<file path="src/rtl/mpu341_pkg.sv">
// rtl/mpu341_pkg.sv - shared data-memory widths and arbiter state enumeration
package mpu341_pkg;

    localparam int MPU341_ADDR_W = 4;
    localparam int MPU341_DATA_W = 4;

    typedef enum logic {
        ARB        = 1'b0,
        DBG_LOCKED = 1'b1
    } arb_state_e;

endpackage

</file>
<file path="src/rtl/arb_starve_ctr.sv">
// rtl/arb_starve_ctr.sv - saturating debug-starvation counter
module arb_starve_ctr (
    input  logic       clk,
    input  logic       sync_reset,
    input  logic       inc,
    input  logic       clr,
    input  logic [3:0] limit,
    output logic       at_limit
);

    logic [3:0] cnt_q;
    logic [3:0] cnt_d;

    // Clear wins over increment; the count never moves past the limit.
    always_comb begin
        cnt_d = cnt_q;
        if (clr) begin
            cnt_d = 4'd0;
        end else if (inc && (cnt_q != limit)) begin
            cnt_d = cnt_q + 4'd1;
        end
    end

    // Count register.
    always_ff @(posedge clk) begin
        if (sync_reset) begin
            cnt_q <= 4'd0;
        end else begin
            cnt_q <= cnt_d;
        end
    end

    assign at_limit = (cnt_q == limit);

endmodule

</file>
<file path="src/rtl/dm_arbiter.sv">
// rtl/dm_arbiter.sv - core/debug data-memory arbiter; DM_ARB_LOCK_EN adds debug lock state
module dm_arbiter
    import mpu341_pkg::*;
#(
    parameter int STARVE_LIMIT = 4,
    parameter int ADDR_W       = MPU341_ADDR_W,
    parameter int DATA_W       = MPU341_DATA_W
) (
    input  logic              clk,
    input  logic              sync_reset,
    input  logic              core_req,
    input  logic              core_we,
    input  logic [ADDR_W-1:0] core_addr,
    input  logic [DATA_W-1:0] core_wdata,
    output logic              core_gnt,
    output logic              core_rvalid,
    output logic [DATA_W-1:0] core_rdata,
    input  logic              dbg_req,
    input  logic              dbg_we,
    input  logic              dbg_lock,
    input  logic [ADDR_W-1:0] dbg_addr,
    input  logic [DATA_W-1:0] dbg_wdata,
    output logic              dbg_gnt,
    output logic              dbg_rvalid,
    output logic [DATA_W-1:0] dbg_rdata,
    output logic [ADDR_W-1:0] mem_addr,
    output logic [DATA_W-1:0] mem_wdata,
    output logic              mem_we,
    input  logic [DATA_W-1:0] mem_rdata,
    output logic              locked
);

    localparam logic [3:0] LIMIT = 4'(STARVE_LIMIT);

    arb_state_e        state_q, state_d;
    logic              core_rvalid_q, core_rvalid_d;
    logic              dbg_rvalid_q, dbg_rvalid_d;
    logic [DATA_W-1:0] core_rdata_q, core_rdata_d;
    logic [DATA_W-1:0] dbg_rdata_q, dbg_rdata_d;
    logic              at_limit;
    logic              starve_inc;
    logic              starve_clr;

    // Debug waits while it asks and is refused; any grant or a dropped request resets the wait.
    assign starve_inc = dbg_req & ~dbg_gnt;
    assign starve_clr = dbg_gnt | ~dbg_req;

    arb_starve_ctr u_starve_ctr (
        .clk        (clk),
        .sync_reset (sync_reset),
        .inc        (starve_inc),
        .clr        (starve_clr),
        .limit      (LIMIT),
        .at_limit   (at_limit)
    );

    // Grant decision: core by default, debug once starved or when core is idle; lock pins debug.
    always_comb begin
        core_gnt = 1'b0;
        dbg_gnt  = 1'b0;
        if (!sync_reset) begin
            if (state_q == DBG_LOCKED) begin
                dbg_gnt = dbg_req;
            end else if (core_req && !(at_limit && dbg_req)) begin
                core_gnt = 1'b1;
            end else begin
                dbg_gnt = dbg_req;
            end
        end
    end

    // Shared memory port follows the granted requester; idle cycles present core values as reads.
    always_comb begin
        mem_addr  = dbg_gnt ? dbg_addr  : core_addr;
        mem_wdata = dbg_gnt ? dbg_wdata : core_wdata;
        mem_we    = 1'b0;
        if (core_gnt) begin
            mem_we = core_we;
        end else if (dbg_gnt) begin
            mem_we = dbg_we;
        end
    end

    // Lock state transitions; without the lock feature the arbiter never leaves ARB.
    always_comb begin
        state_d = state_q;
`ifdef DM_ARB_LOCK_EN
        case (state_q)
            ARB:        if (dbg_gnt && dbg_lock) state_d = DBG_LOCKED;
            DBG_LOCKED: if (!dbg_lock) state_d = ARB;
            default:    state_d = ARB;
        endcase
`else
        state_d = ARB;
`endif
    end

`ifdef DM_ARB_LOCK_EN
    assign locked = (state_q == DBG_LOCKED);
`else
    logic unused_dbg_lock;
    assign unused_dbg_lock = dbg_lock;
    assign locked = 1'b0;
`endif

    // Read-return capture: memory answers on the falling edge, so data is ready at the next rising edge.
    always_comb begin
        core_rvalid_d = core_gnt & ~core_we;
        dbg_rvalid_d  = dbg_gnt & ~dbg_we;
        core_rdata_d  = core_rvalid_d ? mem_rdata : core_rdata_q;
        dbg_rdata_d   = dbg_rvalid_d  ? mem_rdata : dbg_rdata_q;
    end

    // State and read-return registers.
    always_ff @(posedge clk) begin
        if (sync_reset) begin
            state_q       <= ARB;
            core_rvalid_q <= 1'b0;
            dbg_rvalid_q  <= 1'b0;
            core_rdata_q  <= '0;
            dbg_rdata_q   <= '0;
        end else begin
            state_q       <= state_d;
            core_rvalid_q <= core_rvalid_d;
            dbg_rvalid_q  <= dbg_rvalid_d;
            core_rdata_q  <= core_rdata_d;
            dbg_rdata_q   <= dbg_rdata_d;
        end
    end

    // A reset arriving right after a granted read swallows its return strobe.
    assign core_rvalid = core_rvalid_q & ~sync_reset;
    assign dbg_rvalid  = dbg_rvalid_q  & ~sync_reset;
    assign core_rdata  = core_rdata_q;
    assign dbg_rdata   = dbg_rdata_q;

endmodule

</file>
<file path="config.mk">
export PLATFORM = sky130hd
export DESIGN_NAME = dm_arbiter
export DESIGN_NICKNAME = d
export VERILOG_FILES = /design/src/rtl/mpu341_pkg.sv /design/src/rtl/arb_starve_ctr.sv /design/src/rtl/dm_arbiter.sv
export SDC_FILE = /design/constraint.sdc
export NUM_CORES = 1
export LEC_CHECK = 0
export CORE_MARGIN = 1.5
export CORE_UTILIZATION = 31
export DETAILED_ROUTE_END_ITERATION = 7
export PLACE_DENSITY_LB_ADDON = 0.15
export SLEW_MARGIN = 20
export SYNTH_ARGS = -nofsm -noshare
export SYNTH_HDL_FRONTEND = slang
export SYNTH_SLANG_ARGS = --single-unit
</file>
<file path="constraint.sdc">
create_clock -name clk -period 3.4 [get_ports clk]
set_input_delay 0.51 -clock clk [delete_from_list [all_inputs] [get_ports clk]]
set_output_delay 0.51 -clock clk [all_outputs]
set_load 0.005 [all_outputs]
</file>
==> flow_summary.toml <==
[outcome]
status = "complete, no violations"

[timing]
hold_viol = 0
clock_skew_ps = 1.74
finalCriticalPeriod_ps = 2780
whs_ps = 472
final.setup.tns_ps = 0
post-route-period-util = 0.817
setup_violations = 0
maxSlewViolCount = 0
clock.fmax_mhz = 360
rsz0062_at_grt = "false"

[clock_tree]
clock-root-buffer = "clkbuf_4"
cts.clk_slew.worst_paths_ps = 80
clock_latency_ps = 280
post_cts_buffers = 0
tritoncts = "yes"
numCtsBuffers = 3
ctsHoldBuffers = 0
cts.sinks = 14
htree_num_levels = 1
cts_resized = 0
cts_max_path_buffers = 2

[global_routing]
grt_max_degree = 13
antenna_found_initial = 0
grt_pass1_vias = 638
grt_pass1_wl_mm = 2.81
grt_usage = 0.144
grt-ovfl-total = 0

[yosys]
syn_avg_cell_area_um2 = 10.5
yosysTopAreaCell = "dfxtp_1"
synth-seq-cells = 14
synth.top_cells.by_area = "dfxtp_1 38%, mux2_2 15%, mux2i_1 5.4%"
synthCells = 70
synthDistinctLibCells = 24
synthesis.nets = 99
synth_ff_type = "dfxtp_1"
synth_edf_count = 0
synth-async-reset-ratio = 0
yosysMostFrequentCell = "dfxtp_1"
synth_seq_area_share = 0.380
yosysTopAreaCellShare = 0.380
synth_area_um2 = 737
ys_top_cells_by_count = "14 x dfxtp_1, 10 x mux2_2, 7 x inv_1"
yosys_warnings = 0

[run]
drv_cap = 0

[final_layout]
syn_to_final_growth_pct = 71.6
final_core_util = 0.566
drive_above_1_share = 0.168
diodes = 0
nNetsFinal = 149
stdcell_area_mm2 = 0.00126

[placement]
placed_area_mm2 = 0.00123
dp_hpwl_mm = 1.33
gp_congestion = 0.684
portBuffers = 46

[pwr]
total_power_w = 0.000378
power_leakage_nw = 0.526
ir_drop_mv = 0.246
power_density_mw_per_mm2 = 299

[critical_path]
rrSetupSlack_ps = 1870
critPathLaunchType = "input pin"
critPathKind = "input pin to output pin"
worstSetupEndpointType = "output pin"
crit_path_max_fanout = 10
cp_data_required_time_ps = 2890
crit_arrival_ps = 2270

[drt]
vias = 667
drc_errors = 0
drtPass1Iterations = 3
drt_iter0_drc = 5
via_per_inst = 4.54
routedWlPerCell_um = 11.4
drtAntennaViolNets = 0
drt-total-wl_mm = 1.68

[die]
die_w_um = 51.8
core_area_mm2 = 0.00223
boundaryPins = 49
initial_core_util = 0.330
dieArea_mm2 = 0.00268
rows = 17
dieHeight_um = 51.8

[hold_path]
hold_class = "register to register"
-- path summary, 6_finish.rpt --
kind / end / cells past startpoint / start
min reg2reg: u_starve_ctr.cnt_q[0] / 1 / u_starve_ctr.cnt_q[0]
max: mem_addr[3] / 5 / dbg_req
max reg2reg: dbg_rdata[2] / 5 / u_starve_ctr.cnt_q[0]
min: u_starve_ctr.cnt_q[0] / 1 / u_starve_ctr.cnt_q[0]
-- kinds of logic after synthesis --
| family | count (synthesis) | share of synthesized area |
|---|---|---|
| flops | 14 | 0.380 |
| buf+inv | 9 | 0.0509 |
| simple gates | 23 | 0.200 |
| other cells | 1 | 0.00509 |
| mux | 16 | 0.248 |
| fa+ha+maj | 2 | 0.0340 |
| compound gates | 3 | 0.0577 |
| xor+xnor | 2 | 0.0238 |
-- layout make-up --
type                            instances  area (um2)
Clock buffer                            4        36.3
Sequential cell                        14         280
Timing Repair Buffer                   47         468
Inverter                                7        26.3
Fill cell                             207         968
Tap cell                               28        35.0
Multi-Input combinational cell         47         419
-- routing by layer --
layer  share of wire  track usage
met5               0            0
met4          0.0089       0.0789
met3            0.16       0.0546
met2            0.45        0.254
met1            0.38        0.146
-- registers in the layout, summed over array words and instances, names as in the netlist --
| register | count |
|---|---|
| core_rdata | 4 |
| dbg_rdata | 4 |
| dbg_rvalid_q | 1 |
| u_starve_ctr.cnt_q | 4 |
| core_rvalid_q | 1 |
-- power breakdown --
group,internal (W),leakage [nW],switching [W]
sequential,0.000170,0.114,0.00000270
combinational,0.0000629,0.391,0.0000242
clock,0.0000651,0.0210,0.0000534
-- critical path: stages --
cell and delay (ps):
clkdlybuf4s50_1 500, nand2b_1 120, a21oi_4 310, mux2_2 380
clkdlybuf4s50_1 440
-- per-stage QoR --
stage	std cells	setup WS (ps)
finish	147	623
global route	147	531
CTS	147	604
detailed placement	143	599
global placement	143	610
floorplan	70	1560
-- cell usage in the layout (no fill, tap or decap), drive strengths merged --
cell           count
conb               1
clkdlybuf4s50     46
a211o              1
a22o               1
and2b              1
clkbuf             4
inv                7
xnor2              1
nand2b             5
mux2              12
and2               1
xor2               1
buf                1
nor3b              1
nand4b             1
nand2              1
mux2i              4
dfxtp             14
ha                 2
nor2b              6
nor2               4
nand3              2
a21oi              1
nand3b             1
Note: power is estimated with default switching activity, not from simulation.
==> edit: new RTL, config.mk and constraints unchanged <==
Take the reset off `core_rdata_q` and `dbg_rdata_q` and load them in a clocked block of their own.
--- a/src/rtl/dm_arbiter.sv
+++ b/src/rtl/dm_arbiter.sv
@@ -119,4 +119,2 @@
             dbg_rvalid_q  <= 1'b0;
-            core_rdata_q  <= '0;
-            dbg_rdata_q   <= '0;
         end else begin
@@ -125,5 +123,8 @@
             dbg_rvalid_q  <= dbg_rvalid_d;
-            core_rdata_q  <= core_rdata_d;
-            dbg_rdata_q   <= dbg_rdata_d;
         end
+    end
+
+    always_ff @(posedge clk) begin
+        core_rdata_q <= core_rdata_d;
+        dbg_rdata_q  <= dbg_rdata_d;
     end
Behaviour: differs if sync_reset is asserted again (counterexample within 4 cycles, from zero or initial values and one cycle with sync_reset high); with sync_reset held inactive, the same outputs for 10 cycles.
==> edit against the unedited design <==
Sequential cell count did not move; synthesized area fell by 7.8%; design area fell by 5.4%; count of clock-buffer cells in the layout fell by 1; total power fell by 6.8%; final cell count fell by 14%; wire length fell by 21%; critical path depth did not move; worst setup slack improved by 0.041 ns; largest cell class unchanged; largest power group unchanged.
==> edit: results (changes against the unedited design) <==
| Item | Value | vs unedited |
| --- | --- | --- |
| Most common library cells after synthesis | sky130_fd_sc_hd__edfxtp_1, sky130_fd_sc_hd__dfxtp_1, sky130_fd_sc_hd__mux2_4, sky130_fd_sc_hd__nor2b_1, sky130_fd_sc_hd__inv_1 | was sky130_fd_sc_hd__dfxtp_1, sky130_fd_sc_hd__mux2_2, sky130_fd_sc_hd__inv_1 |
| Power, Total | 352 uW | was 378 uW |
| Top flip-flop cell by instance count after synthesis | sky130_fd_sc_hd__edfxtp_1 | was sky130_fd_sc_hd__dfxtp_1 |
| Number of non-clock buffers in the layout | 48 | was 47 |
| Worst Reg-to-Reg Cells | 6 | was 5 |
| Via count normalized by instance count | 4.22 | was 4.54 |
| Highest Clock Rate | 365 MHz | was 360 MHz |
| Worst setup path start | sync_reset | was dbg_req |
| Wire length reported by the detailed router | 1.34 mm | was 1.68 mm |
| Result of the run | completed | unchanged |
| CP endpoint | mem_wdata[1] | was mem_addr[3] |
| Maximum resistive drop on vdd | 189 uV | was 246 uV |
| Area fraction in compound gates after synthesis | 5.71% | was 5.77% |
| Overall Global Routing Usage | 11.7% | was 14.4% |
| Worst clock skew | 0.000852 ns | was 0.00174 ns |
| Non-clock buffer share of cell area | 39.7% | was 37.0% |
| Leakage power figure | 0.000456 uW | was 0.000526 uW |
| Critical path data arrival time | 2.23 ns | was 2.27 ns |
| Leading cell types by total area after synthesis | sky130_fd_sc_hd__edfxtp_1, sky130_fd_sc_hd__dfxtp_1, sky130_fd_sc_hd__mux2_4 | was sky130_fd_sc_hd__dfxtp_1, sky130_fd_sc_hd__mux2_2, sky130_fd_sc_hd__mux2i_1 |
| Area share of the largest cell type after synthesis | 35.4% | was 38.0% |
| Arithmetic-cell share of the synthesized area counting full adders, half adders and majority gates | 3.68% | was 3.40% |
| Destination of the worst register-to-register timing path | dbg_rdata[0] | was dbg_rdata[2] |
| EDFF count, synth | 8 | was 0 |
| Fraction of synthesized area in multiplexers | 16.6% | was 24.8% |
| Area of the multi-input gates | 282 um2 | was 419 um2 |
| Layout cells sized above 1 | 15.0% | was 16.8% |
| Slack of the worst reg-to-reg path | 1.59 ns | was 1.87 ns |
| Logic inverters | 5 | was 7 |
| Xor/xnor share of the synthesized area | 2.58% | was 2.38% |
| Pin count of the biggest net entering global routing | 9 | was 13 |
| Multi-input combinational cell count | 29 | was 47 |
| Proportion of power drawn by flip-flops and latches | 52.2% | was 45.6% |
| Initial detailed-routing violation count | 3 | was 5 |
| Worst-path fanout max | 6 | was 10 |
| Clock power frac | 25.8% | was 31.3% |
## edit: cell count changes after synthesis, moves of 2 or more
| cell | change |
|---|---|
| sky130_fd_sc_hd__mux2i_1 | -4 |
| sky130_fd_sc_hd__nand2b_1 | -5 |
| sky130_fd_sc_hd__inv_1 | -2 |
| sky130_fd_sc_hd__mux2_2 | -8 |
| sky130_fd_sc_hd__mux2_4 | +4 |
| sky130_fd_sc_hd__edfxtp_1 | +8 |
| sky130_fd_sc_hd__dfxtp_1 | -8 |
## edit: routing by layer
metal	share of wire (%)	global-route usage, %	vias up
li1	-	-	270
met1	43	15.3	239
met2	50	19.3	27
met3	7.0	3.03	0
met4	0	2.78	0
met5	0	0	-
## edit: stage by stage
step	util [%]	hold slack [ns]	cells	area [um2]
2_1_floorplan	-	0.430	50	679
3_3_place_gp	57.9	0.441	123	1170
3_5_place_dp	57.9	0.468	123	1170
4_1_cts	59.2	0.506	127	1200
5_1_grt	59.2	0.521	127	1200
6_report	59.2	0.494	127	1200
